[src/rtl/ysyx_22050854_regfile_writer.sv]
// Register-file write-back controller: ALU/LSU round-robin arbiter, load extension,
// registered write port and per-register pending scoreboard. Optional forwarding: YSYX_22050854_WB_FWD_EN.
module ysyx_22050854_regfile_writer #(
    parameter int XLEN  = 64,
    parameter int NREG  = 32,
    parameter int CNT_W = 2
) (
    input  logic            clk,
    input  logic            rst,
    input  logic            issue_valid,
    input  logic [4:0]      issue_rd,
    output logic            issue_ready,
    input  logic            alu_valid,
    output logic            alu_ready,
    input  logic [4:0]      alu_rd,
    input  logic [XLEN-1:0] alu_data,
    input  logic            lsu_valid,
    output logic            lsu_ready,
    input  logic [4:0]      lsu_rd,
    input  logic [XLEN-1:0] lsu_data,
    input  logic [1:0]      lsu_size,
    input  logic            lsu_unsigned,
    output logic            rf_wen,
    output logic [4:0]      rf_waddr,
    output logic [XLEN-1:0] rf_wdata,
    input  logic [4:0]      chk_addra,
    input  logic [4:0]      chk_addrb,
    output logic            busy_a,
    output logic            busy_b,
    output logic            fwd_hit_a,
    output logic            fwd_hit_b,
    output logic [XLEN-1:0] fwd_data_a,
    output logic [XLEN-1:0] fwd_data_b
);
    // Both result sources use valid/ready: a transfer happens in any cycle where
    // valid && ready; the source holds valid and payload stable until then.

    typedef enum logic {
        GRANT_ALU = 1'b0,
        GRANT_LSU = 1'b1
    } grant_e;

    localparam logic [CNT_W-1:0] CNT_MAX = '1;
    localparam logic [CNT_W-1:0] CNT_ONE = CNT_W'(1);

    grant_e            last_grant_q, last_grant_d;
    logic              rf_wen_q, rf_wen_d;
    logic [4:0]        rf_waddr_q, rf_waddr_d;
    logic [XLEN-1:0]   rf_wdata_q, rf_wdata_d;
    logic [CNT_W-1:0]  cnt_q [NREG];
    logic [CNT_W-1:0]  cnt_d [NREG];

    logic              alu_fire, lsu_fire, inc_en;
    logic [XLEN-1:0]   lsu_ext;

    assign rf_wen   = rf_wen_q;
    assign rf_waddr = rf_waddr_q;
    assign rf_wdata = rf_wdata_q;

    // The loser of a conflict is whichever source was granted last.
    assign alu_ready = !lsu_valid || (last_grant_q == GRANT_LSU);
    assign lsu_ready = !alu_valid || (last_grant_q == GRANT_ALU);
    assign alu_fire  = alu_valid && alu_ready;
    assign lsu_fire  = lsu_valid && lsu_ready;

    always_comb begin
        lsu_ext = lsu_data;
        case (lsu_size)
            2'b00:   lsu_ext = {{(XLEN-8){!lsu_unsigned && lsu_data[7]}},   lsu_data[7:0]};
            2'b01:   lsu_ext = {{(XLEN-16){!lsu_unsigned && lsu_data[15]}}, lsu_data[15:0]};
            2'b10:   lsu_ext = {{(XLEN-32){!lsu_unsigned && lsu_data[31]}}, lsu_data[31:0]};
            default: lsu_ext = lsu_data;
        endcase
    end

    always_comb begin
        last_grant_d = last_grant_q;
        rf_wen_d     = 1'b0;
        rf_waddr_d   = rf_waddr_q;
        rf_wdata_d   = rf_wdata_q;
        if (lsu_fire) begin
            last_grant_d = GRANT_LSU;
            rf_wen_d     = (lsu_rd != 5'd0);
            rf_waddr_d   = lsu_rd;
            rf_wdata_d   = lsu_ext;
        end else if (alu_fire) begin
            last_grant_d = GRANT_ALU;
            rf_wen_d     = (alu_rd != 5'd0);
            rf_waddr_d   = alu_rd;
            rf_wdata_d   = alu_data;
        end
    end

    // A write retiring this cycle frees a slot, so a saturated counter can still accept.
    assign issue_ready = (issue_rd == 5'd0) || (cnt_q[issue_rd] != CNT_MAX) ||
                         (rf_wen_q && (rf_waddr_q == issue_rd));
    assign inc_en = issue_valid && (issue_rd != 5'd0) && issue_ready;

    always_comb begin
        for (int i = 0; i < NREG; i++) begin
            logic inc, dec;
            cnt_d[i] = cnt_q[i];
            inc = inc_en && (issue_rd == 5'(i));
            dec = rf_wen_q && (rf_waddr_q == 5'(i)) && (cnt_q[i] != '0);
            if (i == 0) begin
                cnt_d[i] = '0;
            end else if (inc && !dec) begin
                cnt_d[i] = cnt_q[i] + CNT_ONE;
            end else if (dec && !inc) begin
                cnt_d[i] = cnt_q[i] - CNT_ONE;
            end
        end
    end

`ifdef YSYX_22050854_WB_FWD_EN
    // Last outstanding write is on the port now: hand its value over a cycle early.
    assign fwd_hit_a  = rf_wen_q && (chk_addra != 5'd0) && (rf_waddr_q == chk_addra) &&
                        (cnt_q[chk_addra] == CNT_ONE);
    assign fwd_hit_b  = rf_wen_q && (chk_addrb != 5'd0) && (rf_waddr_q == chk_addrb) &&
                        (cnt_q[chk_addrb] == CNT_ONE);
    assign fwd_data_a = fwd_hit_a ? rf_wdata_q : '0;
    assign fwd_data_b = fwd_hit_b ? rf_wdata_q : '0;
`else
    assign fwd_hit_a  = 1'b0;
    assign fwd_hit_b  = 1'b0;
    assign fwd_data_a = '0;
    assign fwd_data_b = '0;
`endif

    assign busy_a = (chk_addra != 5'd0) && (cnt_q[chk_addra] != '0) && !fwd_hit_a;
    assign busy_b = (chk_addrb != 5'd0) && (cnt_q[chk_addrb] != '0) && !fwd_hit_b;

    always_ff @(posedge clk) begin
        if (rst) begin
            last_grant_q <= GRANT_ALU;
            rf_wen_q     <= 1'b0;
            rf_waddr_q   <= 5'd0;
            rf_wdata_q   <= '0;
            for (int i = 0; i < NREG; i++) cnt_q[i] <= '0;
        end else begin
            last_grant_q <= last_grant_d;
            rf_wen_q     <= rf_wen_d;
            rf_waddr_q   <= rf_waddr_d;
            rf_wdata_q   <= rf_wdata_d;
            for (int i = 0; i < NREG; i++) cnt_q[i] <= cnt_d[i];
        end
    end

endmodule

[config.mk]
export PLATFORM = sky130hd
export DESIGN_NAME = ysyx_22050854_regfile_writer
export DESIGN_NICKNAME = d
export VERILOG_FILES = /design/src/rtl/ysyx_22050854_regfile_writer.sv
export SDC_FILE = /design/constraint.sdc
export NUM_CORES = 1
export LEC_CHECK = 0
export BUFFER_PORTS_ARGS = -buffer_cell sky130_fd_sc_hd__buf_2
export CAP_MARGIN = 20
export CORE_ASPECT_RATIO = 0.5
export CORE_UTILIZATION = 50
export CTS_CLUSTER_DIAMETER = 120
export DETAILED_ROUTE_END_ITERATION = 12
export PLACE_DENSITY = 0.91
export SLEW_MARGIN = 30
export SYNTH_ARGS = -nofsm -noshare
export SYNTH_HDL_FRONTEND = slang
export SYNTH_SLANG_ARGS = --single-unit
[constraint.sdc]
create_clock -name clk -period 3.8 [get_ports clk]
set_input_delay 0 -clock clk [delete_from_list [all_inputs] [get_ports clk]]
set_output_delay 0 -clock clk [all_outputs]
set_load 0.05 [all_outputs]
# Word-level counts from Yosys, hierarchy flattened
# Memories as Yosys holds them, arrays and structs flattened.
# Index checks and enable logic that the tools add are counted.
# op_classes
n_addsub,62
n_mul,0
n_div,0
n_shift,0
n_reduce_logical,275
n_lt_le_gt_ge,0
mux,106
bitwise,33
n_eq_ne,66
# ops
cell,n
64-bit case mux with 3 select lines,1
2-bit two-way mux,94
1-bit logical AND,165
5-bit equality test (second input constant),32
64-bit two-way mux,2
5-bit by 4-bit equality test with 1-bit output (second input constant),16
2-bit nonzero test,34
1-bit logical NOT,65
2-bit by 1-bit adder with 2-bit output (second input constant),31
2-bit by 1-bit subtractor with 2-bit output (second input constant),31
5-bit by 3-bit equality test with 1-bit output (second input constant),8
1-bit bitwise OR,32
5-bit nonzero test,5
5-bit by 2-bit equality test with 1-bit output (second input constant),4
5-bit by 1-bit equality test with 1-bit output (second input constant),2
5-bit two-way mux,2
1-bit two-way mux,7
5-bit equality test,1
5-bit logical NOT,1
1-bit logical OR,4
2-bit by 1-bit equality test with 1-bit output (second input constant),1
2-bit equality test (second input constant),1
2-bit logical NOT,1
2-bit != test (second input constant),1
1-bit inverter,1
# totals
reg_bits,71
mem_bits_rw,64
input_bits,161
output_inout_bits,205
wordCells,547
memories,1
mem_bits_ro,0
latchBits,0
# memory_table
memory,words,word_bits,read_ports,rd_ports_with_merged_regs,wr,line,rtl
cnt_q,32,2,34,0,32,50,logic [CNT_W-1:0] cnt_q [NREG];

# Depth between registers and ports, before layout
# An unclocked memory read counts as a cell.
# logic_depth
depth_word,11
ltp_mapped,14
depth_no_buf,9

# Worst setup path before layout
# OpenSTA, ideal clock, no wires.
# synth_path
path_type,register to register
startpoint,register rf_waddr_q[0] (netlist: rf_waddr[0])
endpoint,memory cnt_q[30][1]
stages_incl_launch_ff,10
path_buffers,1
arrival_time_ns,2.844
path_slack_ns,0.886
setup_time_ns,0.070
period_less_slack_ns,2.914
path_cell_list,dfxtp_1 xor2_1 nor4_1 and3_1 nor4_4 buf_6 nor3_2 ha_1 or3_1 a21oi_1
# synth_rtl
element,line,rtl
"start, declared",48,"logic [4:0] rf_waddr_q, rf_waddr_d;"
"start signal, assigned",143,rf_waddr_q <= rf_waddr_d;
"end, declared",50,

==> key figures <==
Layout
  – NumNets Final: approximately 1.6k
  – Area growth, synth to finish: 23.1%
  – Sequential Area: 0.00266 mm^2
  – Multi-input gate area: between 0.005 and 0.006 mm^2
  – Filler instances: roughly 1.4k
  – Layout cell share with drive strength beyond 1: 0.251

Clock tree
  – H-tree depth: 4
  – Number of setup buffers added after CTS: 0
  – Clock transition at path regs: about 0.070 ns
  – CTS root buffer: clkbuf_16
  – CTS tree: built
  – Clk_lat worst skew: roughly 0.42 ns
  – CTS Buf Count: 17
  – TritonCTS sink count: around 130
  – Max Buffers Root-to-Sink: 2

Die
  – Initial Util: 0.511
  – Chip height: 98.9 um
  – # rows: 35
  – DIE AREA: 0.0194 mm^2
  – Die X-Extent: roughly 200 um
  – CORE AREA: 0.0184 mm^2
  – Io pins: about 370

Run
  – Max-cap violations: 0

Pwr
  – Leak pwr: ~5.3 nW
  – Pwr Total: ~4.4 mW
  – Peak supply drop: 0.000272 V
  – Power Density: about 380 mW/mm^2

Synthesis
  – Post-synth top area cell: dfxtp_1
  – EDFF count, synth: 0
  – Syn avg cell area: 8.56 um^2
  – Most frequent cell after synthesis: dfxtp_1
  – Post-synth top area share: 0.283
  – Prevailing post-synth register cell: dfxtp_1
  – Synthesized area: between 0.009 and 0.01 mm^2
  – Fraction of registers with async set/reset: 0
  – Top cells by area, synth: dfxtp_1, buf_4, xor2_1, a21oi_1, mux4_2
  – Synth cell count leaders: dfxtp_1, buf_4, a21oi_1
  – Synth cell types: 50
  – Seq/Total Area, Yosys: 0.283
  – Yosys warns: 0
  – Mapped Cells: roughly 1.1k
  – Yosys reg bits: 133

Global routing
  – Total Routing Usage GR: 0.315
  – Vias in the first global route: just under 9k
  – Grt met1 use: 0.378
  – Largest net degree at the start of global routing: between 90 and 100
  – GR Layer Usage met2: 0.532
  – Initial antenna violation count: 2
  – Global route overflow: 0
  – Busiest grt layer: met2
  – Global-route wire length before repair: ~48 mm
  – GR Util met3: 0.0578

Setup path
  – Data required time of the worst path: between 4 and 5 ns
  – Startpoint Class: flop
  – CP max FO: 15
  – Worst setup EP type: flop
  – WP data arrival: between 3 and 4 ns
  – Critical path class: flop to flop

STA
  – F_max: between 300 and 400 MHz
  – Setup TNS: 0 ns
  – Minimum clock period: between 3 and 4 ns
  – Final worst-path cycle share: 0.838
  – Slew @ Worst Pin: approximately 0.98 ns
  – Clock skew: between 0.01 and 0.015 ns
  – Max_slew headroom: 0.346
  – Final Setup Violations: 0
  – Max-slew violations: 0
  – Final Worst Setup Slack: 0.614 ns
  – Number of hold violations in the final report: 0
  – RSZ-0062 raised after global routing: no

Routing
  – Routed length per instance: 18.8 um
  – Vias post-DR: roughly 9.4k
  – Total wire length: ~30 mm
  – Vias per std cell: roughly 5.8
  – First-pass detailed-route iteration total: 6
  – Drt drc: 0
  – Final ANT Viol Nets: 0
  – Initial DRC count: about 870

Run status
  – Status: completed

Placement
  – Place WS: ~0.50 ns
  – # port buffers: 235
  – Placer Congestion: 1.03
  – Dpl hpwl: around 21 mm

Worst hold path
  – Hold crit path type: input pin to flop
==> where the power goes <==
part           total [mW]  internal, mW  switching, mW
combinational        1.17         0.321          0.854
clock                1.66          1.00          0.663
sequential           1.52          1.47         0.0523
==> cell families (layout without fill, tap and decap cells) <==
group | count (synthesis) | in the layout | synth area share
xor gates and xnor gates | 67 | 67 | 0.0625
adders and majority gates | 31 | 31 | 0.0413
and+or+nand+nor | 367 | 367 | 0.211
buffers and inverters | 210 | 366 | 0.148
other | 1 | 132 | 0.000399
DFF | 133 | 133 | 0.283
muxes | 49 | 49 | 0.0962
AOI/OAI and AO/OA | 240 | 240 | 0.157
==> layer usage <==
layer,up-vias,routed length [um],share of wire
met1,4470,11800,0.39
met3,146,2350,0.077
met4,0,1860,0.061
met2,607,14600,0.48
met5,-,0,0
li1,4210,-,-
==> layout by cell type, fill, tap and decap left out, types with 9 or more instances in the layout <==
master and count:
buf_2 234, dfxtp_1 133, conb_1 130, a21oi_1 110, nor2_1 106, nand2_1 91, dlygate4sd3_1 82, xor2_1 66
o21ai_0 46, and3_1 35, nand3b_1 35, o221ai_1 33, or3_1 31, ha_1 31, nor3_2 29, mux4_2 24
clkbuf_16 17, a211oi_1 16, mux2i_1 16, a211o_1 15, buf_4 14, o211ai_1 13, nand2b_1 9
==> registers in the layout, indices dropped and copies added, names as in the netlist <==
| register | flops |
|---|---|
| rf_wdata | 64 |
| rf_waddr | 5 |
| cnt_q | 62 |
| last_grant_q | 1 |
| rf_wen | 1 |
==> metrics by stage <==
stage | util | instance area (um^2) | hold WS, ns | std cells
detailed placement | 0.551 | 10100 | 0.284 | 1510
global placement | 0.549 | 10100 | 0.279 | 1508
CTS | 0.628 | 11500 | 0.000733 | 1623
global route | 0.629 | 11600 | 0.0373 | 1625
floorplan | - | 9880 | 0.147 | 1227
finish | 0.629 | 11600 | 0.00928 | 1625
==> final timing paths <==
kind | start | endpoint | slack (ns) | cells past startpoint
hold reg to reg | rf_wdata[9] | rf_wdata[9] | 0.45 | 2
hold / removal | alu_data[16] | rf_wdata[16] | 0.009 | 4
setup reg to reg | cnt_q[4][1] | cnt_q[5][1] | 0.61 | 8
setup / recovery | cnt_q[4][1] | cnt_q[5][1] | 0.61 | 8
==> layout make-up <==
type / instances / share of cell area
Antenna cell: 2 / 0.000433
Tap cell: 240 / 0.0260
Clock buffer: 20 / 0.0395
Inverter: 2 / 0.000649
Multi-Input combinational cell: 884 / 0.506
Clock inverter: 11 / 0.0109
Sequential cell: 133 / 0.230
Timing Repair Buffer: 333 / 0.186
==> timing repair <==
action                                 CTS  global route
hold buffers                            82             0
resized for setup                        0             0
setup endpoints to repair                0             0
endpoints found under the hold margin   67             0
==> worst max-delay path: stages (launching register included) <==
cell and delay (ns):
dfxtp_1 0.38, mux4_4 0.64, mux4_2 0.46, and3_1 0.17
buf_4 0.21, nor4_1 0.36, ha_1 0.34, or3_1 0.40
a21oi_1 0.16
Power figures use the tool's default switching activity.
